### src/rtl/axi_arb_pkg.sv
// Shared types and constants for the two-master AXI read arbiter.
// Contents: bus widths, state enum, master index type, AR payload struct,
// ARID_S prefix width and the SLVERR response code.
package axi_arb_pkg;

  localparam int unsigned ID_W       = 4;
  localparam int unsigned ADDR_W     = 32;
  localparam int unsigned DATA_W     = 32;
  localparam int unsigned LEN_W      = 4;
  localparam int unsigned SIZE_W     = 3;
  localparam int unsigned BURST_W    = 2;
  localparam int unsigned RESP_W     = 2;
  localparam int unsigned ARID_PFX_W = 4;
  localparam int unsigned SID_W      = ARID_PFX_W + ID_W;

  localparam logic [RESP_W-1:0] RESP_SLVERR = 2'b10;

  typedef enum logic [1:0] {
    IDLE = 2'd0,
    ADDR = 2'd1,
    DATA = 2'd2
  } arb_state_t;

  typedef logic [0:0] mst_idx_t;

  typedef struct packed {
    logic [ID_W-1:0]    id;
    logic [ADDR_W-1:0]  addr;
    logic [LEN_W-1:0]   len;
    logic [SIZE_W-1:0]  size;
    logic [BURST_W-1:0] burst;
  } ar_payload_t;

endpackage

### src/rtl/arb_rr2.sv
// Two-way request picker.
// Ports: i_req[1:0] request vector, i_last_grant master that finished last,
//        o_grant_c index of the chosen master (combinational, valid when i_req != 0).
// Macro AXI_ARB_RR_EN: defined -> round-robin on ties, undefined -> M0 wins ties.
module arb_rr2 (
  input  logic [1:0] i_req,
  input  logic       i_last_grant,
  output logic       o_grant_c
);

`ifdef AXI_ARB_RR_EN
  // Tie goes to the master that did not win last time.
  assign o_grant_c = (i_req == 2'b11) ? ~i_last_grant : i_req[1];
`else
  logic w_unused_last;
  assign w_unused_last = i_last_grant;
  // M1 only when it requests alone.
  assign o_grant_c = i_req[1] & ~i_req[0];
`endif

endmodule

### src/rtl/axi_read_arbiter.sv
// Two-master to one-slave AXI read arbiter, one transaction outstanding.
// Ports: ACLK/ARESETn (sync active-low); AR*_M0/1 master address channels;
//        R*_M0/1 routed read data; AR*_S / R*_S slave side. ARID_S carries
//        {master index, master ARID}. Tie policy selected by AXI_ARB_RR_EN.
module axi_read_arbiter
  import axi_arb_pkg::*;
(
  input  logic                ACLK,
  input  logic                ARESETn,
  input  logic [ID_W-1:0]     ARID_M0,
  input  logic [ADDR_W-1:0]   ARADDR_M0,
  input  logic [LEN_W-1:0]    ARLEN_M0,
  input  logic [SIZE_W-1:0]   ARSIZE_M0,
  input  logic [BURST_W-1:0]  ARBURST_M0,
  input  logic                ARVALID_M0,
  output logic                ARREADY_M0,
  input  logic [ID_W-1:0]     ARID_M1,
  input  logic [ADDR_W-1:0]   ARADDR_M1,
  input  logic [LEN_W-1:0]    ARLEN_M1,
  input  logic [SIZE_W-1:0]   ARSIZE_M1,
  input  logic [BURST_W-1:0]  ARBURST_M1,
  input  logic                ARVALID_M1,
  output logic                ARREADY_M1,
  output logic [ID_W-1:0]     RID_M0,
  output logic [DATA_W-1:0]   RDATA_M0,
  output logic [RESP_W-1:0]   RRESP_M0,
  output logic                RLAST_M0,
  output logic                RVALID_M0,
  input  logic                RREADY_M0,
  output logic [ID_W-1:0]     RID_M1,
  output logic [DATA_W-1:0]   RDATA_M1,
  output logic [RESP_W-1:0]   RRESP_M1,
  output logic                RLAST_M1,
  output logic                RVALID_M1,
  input  logic                RREADY_M1,
  output logic [SID_W-1:0]    ARID_S,
  output logic [ADDR_W-1:0]   ARADDR_S,
  output logic [LEN_W-1:0]    ARLEN_S,
  output logic [SIZE_W-1:0]   ARSIZE_S,
  output logic [BURST_W-1:0]  ARBURST_S,
  output logic                ARVALID_S,
  input  logic                ARREADY_S,
  input  logic [SID_W-1:0]    RID_S,
  input  logic [DATA_W-1:0]   RDATA_S,
  input  logic [RESP_W-1:0]   RRESP_S,
  input  logic                RLAST_S,
  input  logic                RVALID_S,
  output logic                RREADY_S
);

  arb_state_t        r_state, w_state_nxt;
  mst_idx_t          r_grant, r_last_grant;
  ar_payload_t       r_ar, w_ar_m0, w_ar_m1;
  logic [LEN_W-1:0]  r_beats;
  logic [1:0]        w_req;
  logic              w_pick, w_live, w_accept, w_data, w_rready_g, w_r_hs;
  logic              w_to_m0, w_to_m1, w_len_err, w_unused_rid;
  logic [RESP_W-1:0] w_rresp;

  // All outputs are held at zero while reset is asserted.
  assign w_live  = ARESETn;
  assign w_req   = {ARVALID_M1, ARVALID_M0};
  assign w_ar_m0 = {ARID_M0, ARADDR_M0, ARLEN_M0, ARSIZE_M0, ARBURST_M0};
  assign w_ar_m1 = {ARID_M1, ARADDR_M1, ARLEN_M1, ARSIZE_M1, ARBURST_M1};

  arb_rr2 u_arb (
    .i_req       (w_req),
    .i_last_grant(r_last_grant[0]),
    .o_grant_c   (w_pick)
  );

  assign w_accept   = w_live && (r_state == IDLE) && (|w_req);
  assign w_data     = w_live && (r_state == DATA);
  assign w_rready_g = r_grant[0] ? RREADY_M1 : RREADY_M0;
  assign w_r_hs     = w_data && RVALID_S && w_rready_g;

  // Next-state logic.
  always_comb begin
    w_state_nxt = r_state;
    case (r_state)
      IDLE:    if (w_accept) w_state_nxt = ADDR;
      ADDR:    if (ARREADY_S) w_state_nxt = DATA;
      DATA:    if (w_r_hs && RLAST_S) w_state_nxt = IDLE;
      default: w_state_nxt = IDLE;
    endcase
  end

  // State register.
  always_ff @(posedge ACLK) begin
    if (!ARESETn) r_state <= IDLE;
    else          r_state <= w_state_nxt;
  end

  // Grant, latched payload, beat counter and last-grant history.
  always_ff @(posedge ACLK) begin
    if (!ARESETn) begin
      r_grant      <= '0;
      r_last_grant <= mst_idx_t'(1);
      r_ar         <= '0;
      r_beats      <= '0;
    end else begin
      if (w_accept) begin
        r_grant <= w_pick;
        r_ar    <= w_pick ? w_ar_m1 : w_ar_m0;
        r_beats <= '0;
      end else if (w_r_hs) begin
        r_beats <= r_beats + LEN_W'(1);
      end
      if (w_r_hs && RLAST_S) r_last_grant <= r_grant;
    end
  end

  // Address channel.
  assign ARREADY_M0 = w_accept && !w_pick;
  assign ARREADY_M1 = w_accept && w_pick;
  assign ARVALID_S  = w_live && (r_state == ADDR);
  assign ARID_S     = w_live ? {ARID_PFX_W'(r_grant), r_ar.id} : '0;
  assign ARADDR_S   = w_live ? r_ar.addr  : '0;
  assign ARLEN_S    = w_live ? r_ar.len   : '0;
  assign ARSIZE_S   = w_live ? r_ar.size  : '0;
  assign ARBURST_S  = w_live ? r_ar.burst : '0;

  // A last beat that arrives early or late is flagged as SLVERR.
  assign w_len_err = RVALID_S && RLAST_S && (r_beats != r_ar.len);
  assign w_rresp   = w_len_err ? RESP_SLVERR : RRESP_S;

  // Read data routing; the non-granted master sees all zeros.
  assign RREADY_S  = w_data && w_rready_g;
  assign w_to_m0   = w_data && !r_grant[0];
  assign w_to_m1   = w_data && r_grant[0];

  assign RVALID_M0 = w_to_m0 && RVALID_S;
  assign RLAST_M0  = w_to_m0 && RLAST_S;
  assign RDATA_M0  = w_to_m0 ? RDATA_S : '0;
  assign RRESP_M0  = w_to_m0 ? w_rresp : '0;
  assign RID_M0    = w_to_m0 ? RID_S[ID_W-1:0] : '0;

  assign RVALID_M1 = w_to_m1 && RVALID_S;
  assign RLAST_M1  = w_to_m1 && RLAST_S;
  assign RDATA_M1  = w_to_m1 ? RDATA_S : '0;
  assign RRESP_M1  = w_to_m1 ? w_rresp : '0;
  assign RID_M1    = w_to_m1 ? RID_S[ID_W-1:0] : '0;

  // Routing prefix of RID_S is implied by the single outstanding grant.
  assign w_unused_rid = ^RID_S[SID_W-1:ID_W];

endmodule

### config.mk
export PLATFORM = sky130hd
export DESIGN_NAME = axi_read_arbiter
export DESIGN_NICKNAME = d
export VERILOG_FILES = /design/src/rtl/axi_arb_pkg.sv /design/src/rtl/arb_rr2.sv /design/src/rtl/axi_read_arbiter.sv
export SDC_FILE = /design/constraint.sdc
export NUM_CORES = 1
export LEC_CHECK = 0
export ABC_CLOCK_PERIOD_IN_PS = 2600
export CAP_MARGIN = 20
export CORE_AREA = 2 2 106 108
export DETAILED_ROUTE_END_ITERATION = 10
export DIE_AREA = 0 0 108 110
export PLACE_DENSITY = 0.81
export SYNTH_ARGS = -nofsm -noshare
export SYNTH_HDL_FRONTEND = slang
export SYNTH_SLANG_ARGS = --single-unit
### constraint.sdc
create_clock -name ACLK -period 2.6 [get_ports ACLK]
set_clock_uncertainty 0.05 [all_clocks]
set_input_delay 0.78 -clock ACLK [delete_from_list [all_inputs] [get_ports ACLK]]
set_output_delay 0.78 -clock ACLK [all_outputs]
set_load 0.03 [all_outputs]
==> results of run 1 <==
[logic make-up (layout without fill, tap and decap cells)]
group,after synthesis,in the layout,share of synthesized area
adders and majority gates,1,1,0.00393
DFF,52,52,0.327
muxes,4,4,0.0130
AOI/OAI and AO/OA,88,88,0.220
xor gates and xnor gates,4,4,0.0110
other,1,3,0.00118
and+or+nand+nor,173,173,0.332
buffers and inverters,54,312,0.0919
[synthesized netlist by cell type (all sizes together), types with 2 or more instances]
master,number,area (um2)
a32oi,19,166
a221o,26,268
and2b,2,17.5
o21a,3,22.5
o31ai,2,15.0
clkbuf,21,81.3
o211ai,2,15.0
nand4,2,12.5
a21boi,9,67.6
and3,40,250
o21ai,21,105
dfxtp,52,1040
nand2,15,56.3
buf,19,159
xnor2,4,35.0
a21oi,2,10.0
and2,99,619
mux2i,3,30.0
nor2,4,15.0
inv,14,52.6
[through the flow]
step / cells / TNS, ps / area [um2]
floorplan: 379 / -186 / 3210
global placement: 767 / -530 / 5740
detailed placement: 767 / -606 / 5740
CTS: 775 / 0 / 5840
global route: 777 / -8.05 / 5890
finish: 777 / 0 / 5890
[layer usage]
layer,global-route usage,share of wire,vias up
met2,0.380,0.53,166
met1,0.185,0.36,1788
met5,0,0,-
met4,0.0568,0.018,0
met3,0.0517,0.086,18
li1,-,-,1849
[layout make-up]
class | instances | area, um2 | share of cell area
Timing Repair Buffer | 290 | 2640 | 0.448
Multi-Input combinational cell | 273 | 1890 | 0.320
Clock inverter | 2 | 13.8 | 0.00234
Sequential cell | 52 | 1040 | 0.177
Clock buffer | 6 | 82.6 | 0.0140
Inverter | 14 | 52.6 | 0.00892
Tap cell | 140 | 175 | 0.0297
[where the power goes]
part | leakage [nW] | total [W] | internal [W] | switching [W]
registers | 0.428 | 0.000915 | 0.000876 | 0.0000387
logic | 2.34 | 0.000792 | 0.000411 | 0.000381
clock network | 0.0516 | 0.000491 | 0.000218 | 0.000273
[state kept, by name (all words and copies together), names as in the netlist]
name	flops
r_ar	45
r_beats	4
r_grant	1
r_state	2
[layout by cell type (no fill, tap or decap), types with 13 or more instances in the layout]
master           synthesis  final
o21ai_0                 21     21
and2_1                  99     88
and3_1                  40     40
nand2_1                 15     14
buf_4                    3    142
a221o_1                 20     20
a32oi_1                 19     19
dfxtp_1                 52     52
inv_1                   14     13
clkdlybuf4s50_1          0    133
[critical path: cells and delay by family]
family / cells / cell delay, ps
AND/OR/NAND/NOR: 1 / 300
buffers and inverters: 2 / 670
[worst min path at each step]
| stage | from | to | slack (ps) | cells past startpoint |
|---|---|---|---|---|
| floorplan | r_ar[13]$_SDFFE_PN0P_ | r_ar[13]$_SDFFE_PN0P_ | 400 | 1 |
| global placement | r_ar[26]$_SDFFE_PN0P_ | r_ar[26]$_SDFFE_PN0P_ | 410 | 2 |
| detailed placement | r_ar[25]$_SDFFE_PN0P_ | r_ar[25]$_SDFFE_PN0P_ | 410 | 1 |
| CTS | r_ar[15]$_SDFFE_PN0P_ | r_ar[15]$_SDFFE_PN0P_ | 440 | 1 |
| global route | r_ar[33]$_SDFFE_PN0P_ | r_ar[33]$_SDFFE_PN0P_ | 460 | 1 |
| finish | r_ar[15]$_SDFFE_PN0P_ | r_ar[15]$_SDFFE_PN0P_ | 440 | 1 |
[what timing repair did]
item,in CTS,in global routing
resized for setup,4,7
cloned,0,1
setup buffers,0,1
setup endpoints to repair,6,31
pin swaps,0,1
hold buffers,0,0
==> metrics.md, run 1 <==
| Metric | Value |
|---|---|
| DRC violations left | 0 |
| Pin count of the biggest net entering global routing | 45 |
| Max Fanout on Critical Path | 3 |
| Cell at the root of the clock tree | clkbuf_8 |
| Synth Cell Area | 3180 um2 |
| Via count of the first global-routing pass | 3733 |
| Number of hold violations in the final report | 0 |
| Register area share after synthesis | 0.327 |
| WL final | 12400 um |
| Final setup violation count | 0 |
| Post-placement setup slack | -154 ps |
| Net count of the finished layout | 778 |
| Initial standard-cell utilization of the core | 0.298 |
| Worst setup path startpoint | ARVALID_M0 |
| Instance count of the mapped netlist | 377 |
| Clock transition at path regs | 90 ps |
| Cell Pwr Density | 373 nW/um2 |
| Crit path kind | input port to output pin |
| Power, Total | 0.00220 W |
| Slowest library cell on the worst path | clkdlybuf4s50_1 |
| Overall overflow remaining after global route | 0 |
| Maximum resistive drop on vdd | 0.227 mV |
| Worst flop-to-flop path startpoint | r_state[1]$_SDFFE_PN0P_ |
| Maximum level of the CTS H-tree | 2 |
| Part of the cycle the worst path needs | 0.989 |
| Initial antenna violation count | 0 |
| List of cells traversed by the critical path | clkdlybuf4s50_1, and4bb_2, buf_6 |
| Layout cell share with drive strength beyond 1 | 0.301 |
| Number of enable-type register cells in the synthesized netlist | 0 |
| Global-route wire length before repair | 17900 um |
| Horizontal die dimension | 108 um |
| Die area | 11900 um2 |
| Layout Area Growth over Synthesis | 85.0% |
| Critical Path End | ARREADY_M0 |
| Row Count | 38 |
| Number of warnings reported in the yosys synthesis log | 0 |
| Count of cells along the worst register-to-register path | 5 |
| Endpoint type of the worst setup path | output pin |
| Min cycle time layout | 2570 ps |
| Clk buf depth | 2 |
| Routability-driven placement congestion ratio | 0.785 |
| Starting DRT DRC Count | 224 |
| Number of antenna cells inserted | 0 |
| Setup slack on the worst flop-to-flop path | 850 ps |
| Clock sink count | 52 |
| Register bit count reported by yosys | 52 |
| Layout filler cell count | 969 |
| Post-synth top flop | dfxtp_1 |
| Maximum clock rate | 389 MHz |
| Worst path setup slack after routing | 29.0 ps |
| Sum of net half-perimeters after detailed placement | 9580 um |
| Gr usage total | 0.188 |
| CTS Buf Count | 5 |
| Post-Route Utilization | 0.551 |
| Arrival time at the worst endpoint | 1740 ps |
| Final-report max-slew violation count | 0 |
| Worst hold margin | 436 ps |
| Number of iterations in the first detailed-routing pass | 6 |
| Req. time, crit path | 1770 ps |
| Leakage power of the design | 2.81 nW |
| Critical path's largest stage delay | 520 ps |
| Area of the placeable core | 10700 um2 |
| Max-cap violations | 0 |
| Number of port buffers | 266 |
| Number of unique standard cell types used by synthesis | 42 |
| Die Y | 110 um |
| Routed length per placed instance | 15.9 um |
| Routed Antenna Nets | 0 |
| CTS tree | built |
| Post-detailed-route via-to-cell ratio | 4.92 |
| Number of primary I/O pins | 274 |
| Post-synthesis average cell area | 8.45 um2 |
| Clk Latency, worst-skew pair | 300 ps |
| Total via count in the routed design | 3821 |
| Outcome | finished clean |
| Hold/Removal Path Class | flip-flop to flip-flop |
| Share of flip-flops with an asynchronous set or reset | 0 |
| End of the worst register-to-register path | r_ar[41]$_SDFFE_PN0P_ |
| Startpoint class of the critical path | input port |
No activity file was read; power rests on OpenSTA's default activity.
==> inputs of run 2 (changes only) <==
--- a/config.mk
+++ b/config.mk
@@ -6,11 +6,13 @@
 export NUM_CORES = 1
 export LEC_CHECK = 0
 export ABC_CLOCK_PERIOD_IN_PS = 2600
-export CAP_MARGIN = 20
+export CAP_MARGIN = 30
 export CORE_AREA = 2 2 106 108
 export DETAILED_ROUTE_END_ITERATION = 10
 export DIE_AREA = 0 0 108 110
+export HOLD_SLACK_MARGIN = 0.03
 export PLACE_DENSITY = 0.81
+export SETUP_SLACK_MARGIN = 0.3
 export SYNTH_ARGS = -nofsm -noshare
 export SYNTH_HDL_FRONTEND = slang
 export SYNTH_SLANG_ARGS = --single-unit
==> metrics.md, run 2 (synthesis results as in run 1) <==
| Metric | Value |
|---|---|
| Row Count | 38 (unchanged) |
| Clock transition at path regs | 90 ps (about the same) |
| Total via count in the routed design | 4004 (+4.8%) |
| Unrepaired setup endpoints after global routing | yes |
| Clk Latency, worst-skew pair | 300 ps (about the same) |
| Register with the most flip-flops | r_ar |
| Final-report max-slew violation count | 0 (unchanged) |
| Horizontal die dimension | 108 um (unchanged) |
| Cell at the root of the clock tree | clkbuf_8 |
| Die Y | 110 um (unchanged) |
| Critical path's largest stage delay | 180 ps (-340 ps) |
| Die area | 11900 um2 (unchanged) |
| Worst path setup slack after routing | 62.8 ps (+33.8 ps) |
| Gr usage total | 0.214 (+0.0256) |
| CTS Buf Count | 5 (unchanged) |
| Number of antenna cells inserted | 0 (unchanged) |
| Part of the total power dissipated in combinational logic | 0.393 (+0.033) |
| Max Fanout on Critical Path | 12 (+9) |
| Initial antenna violation count | 0 (unchanged) |
| Layout cell share with drive strength beyond 1 | 0.504 (+0.202) |
| Registers with the highest flip-flop counts | r_ar (45), r_beats (4), r_state (2) |
| Number of flip-flops under the largest register name | 45 (unchanged) |
| End of the worst register-to-register path | r_ar[37]$_SDFFE_PN0P_ |
| Pin count of the biggest net entering global routing | 46 (+2.2%) |
| Total internal power | 0.00169 W (+13%) |
| Routed Antenna Nets | 0 (unchanged) |
| Arrival time at the worst endpoint | 1710 ps (-30 ps) |
| Starting DRT DRC Count | 220 (-1.8%) |
| Via count of the first global-routing pass | 4046 (+8.4%) |
| Worst hold margin | 428 ps (-7.50 ps) |
| Maximum level of the CTS H-tree | 2 (unchanged) |
| Layout filler cell count | 821 (-15%) |
| Most used cells in the layout excluding fill and tap cells | 121 x clkdlybuf4s50_1, 101 x buf_6, 52 x buf_4 |
| Routed length per placed instance | 17.1 um (+7.1%) |
| Routability-driven placement congestion ratio | 0.761 (-3.1%) |
| Number of primary I/O pins | 274 (unchanged) |
| Outcome | finished clean |
| Area taken by flip-flops and latches | 1050 um2 (+0.84%) |
| Min cycle time layout | 2540 ps (-33.8 ps) |
| Slowest library cell on the worst path | and3_4 |
| Hold/Removal Path Class | flip-flop to flip-flop |
| Cell Pwr Density | 344 nW/um2 (-7.7%) |
| Max-cap violations | 0 (unchanged) |
| Switching power summed over all nets | 0.000743 W (+7.4%) |
| Fraction of power consumed by sequential logic | 0.382 (-0.034) |
| Crit path kind | input port to output pin |
| List of cells traversed by the critical path | buf_8, nand3b_1, nor2_4, buf_6, buf_12, and3_4, buf_6 |
| Number of hold violations in the final report | 0 (unchanged) |
| Placement Cell Area | 5920 um2 (+3.0%) |
| Post-detailed-route via-to-cell ratio | 5.01 (+1.9%) |
| Min-Delay Endpoint | r_ar[20]$_SDFFE_PN0P_ |
| Layout Area Growth over Synthesis | 122% |
| Final sum of negative setup slack | 0 ps (unchanged) |
| Sum of net half-perimeters after detailed placement | 9550 um (-0.30%) |
| Setup slack on the worst flop-to-flop path | 930 ps (+80 ps) |
| Endpoint type of the worst setup path | output pin |
| Number of iterations in the first detailed-routing pass | 4 (-2) |
| CTS tree | built |
| Leakage power of the design | 3.21 nW (+14%) |
| Area used by multi-input combinational logic | 2290 um2 (+21%) |
| Part of the cycle the worst path needs | 0.976 (-0.0130) |
| WL final | 13600 um (+10%) |
| Initial standard-cell utilization of the core | 0.298 (unchanged) |
| Startpoint class of the critical path | input port |
| Final cell area excluding filler cells | 7080 um2 (+20%) |
| DRC violations left | 0 (unchanged) |
| Hold_sp | r_ar[20]$_SDFFE_PN0P_ |
| Worst hold path cell count | 2 (+1) |
| Area of the placeable core | 10700 um2 (unchanged) |
| Most common cell after layout, fill and taps aside | clkdlybuf4s50_1 |
| Net count of the finished layout | 800 (+2.8%) |
| Switching Fraction | 0.305 (-0.00996) |
| Cell occurring most often along the worst timing path | buf_6 |
| Post-placement setup slack | -321 ps (-167 ps) |
| Number of port buffers | 266 (unchanged) |
| Clock power share | 0.225 (+0.002) |
| Count of cells along the worst register-to-register path | 5 (unchanged) |
| WP buf/inv | 4 (+2) |
| Maximum resistive drop on vdd | 0.221 mV (-2.7%) |
| Req. time, crit path | 1770 ps (about the same) |
| Maximum clock rate | 394 MHz (+1.3%) |
| Global-route wire length before repair | 20100 um (+12%) |
| Clock sink count | 52 (unchanged) |
| Overall overflow remaining after global route | 0 (unchanged) |
| Clk buf depth | 2 (unchanged) |
| Worst flop-to-flop path startpoint | r_state[0]$_SDFFE_PN0P_ |
| Final setup violation count | 0 (unchanged) |
| Post-Route Utilization | 0.662 (+0.111) |
| Crit path max-delay family | simple AND/OR/NAND/NOR gates |
run 2: cell count changes in the layout (fill, tap and decap cells not counted), sizes merged:
cell / before / now
clkbuf: 7 / 6
clkdlybuf4s50: 133 / 121
buf: 154 / 175
clkdlybuf4s15: 0 / 4
dlymetal6s2s: 0 / 1
inv: 15 / 14
bufbuf: 0 / 3
bufinv: 0 / 1
dlygate4sd2: 2 / 8
run 2: repair_timing:
item	in CTS	in global routing
pin swaps	20	1
setup buffers	16	1
hold buffers	0	0
gates cloned	8	0
resized for setup	201	27
setup endpoints to repair	119	130
run 2: layout make-up:
class / count / share of cell area
well taps: 140 / 0.0247
flip-flops and latches: 52 / 0.148
clock buffers: 6 / 0.0102
clock inverters: 2 / 0.00495
inverters: 14 / 0.00813
repair buffers: 312 / 0.481
multi-input cells: 273 / 0.323
run 2: how the worst max path moves through the flow:
stage | startpoint | end | slack [ps] | cells past startpoint
floorplan | ARESETn | RDATA_M0[15] | 30 | 6
global placement | RLAST_S | RRESP_M0[1] | -290 | 5
detailed placement | RLAST_S | RRESP_M1[1] | -320 | 5
CTS | ARESETn | RRESP_M0[0] | 70 | 7
global route | ARESETn | RRESP_M0[0] | 4 | 7
finish | ARESETn | RRESP_M0[0] | 60 | 7
run 2: metal layers:
metal / GRT usage / wire (um)
met3: 0.0506 / 1090
met1: 0.209 / 4810
met2: 0.447 / 7630
met4: 0.0476 / 116
met5: 0 / 0
run 2: worst register-to-register path, cell delays in order, from the launching register on:
cell	delay [ps]
dfxtp_4	350
buf_4	150
and4bb_1	300
buf_4	390
a32oi_1	130
a21boi_0	220
run 2: per-stage QoR:
stage,std cells,total power [W]
after floorplan,379,0.00134
after global placement,766,0.00171
after detailed placement,766,0.00173
after CTS,798,0.00243
after global routing,799,0.00255
final,799,0.00244
run 2: power by group through the flow:
stage	Sequential [W]	Combinational [W]	Clock, W
floorplan	0.000922	0.000420	0
global placement	0.000934	0.000775	0
detailed placement	0.000937	0.000792	0
CTS	0.000926	0.000936	0.000569
global route	0.000940	0.00101	0.000599
finish	0.000931	0.000957	0.000549
==> inputs of run 3 (changes only) <==
--- a/config.mk
+++ b/config.mk
@@ -6,7 +6,6 @@
 export NUM_CORES = 1
 export LEC_CHECK = 0
 export ABC_CLOCK_PERIOD_IN_PS = 2600
-export CAP_MARGIN = 30
 export CORE_AREA = 2 2 106 108
 export DETAILED_ROUTE_END_ITERATION = 10
 export DIE_AREA = 0 0 108 110
==> results of run 3 <==
No change in the layout: final DEF, timing and power equal those of run 2.
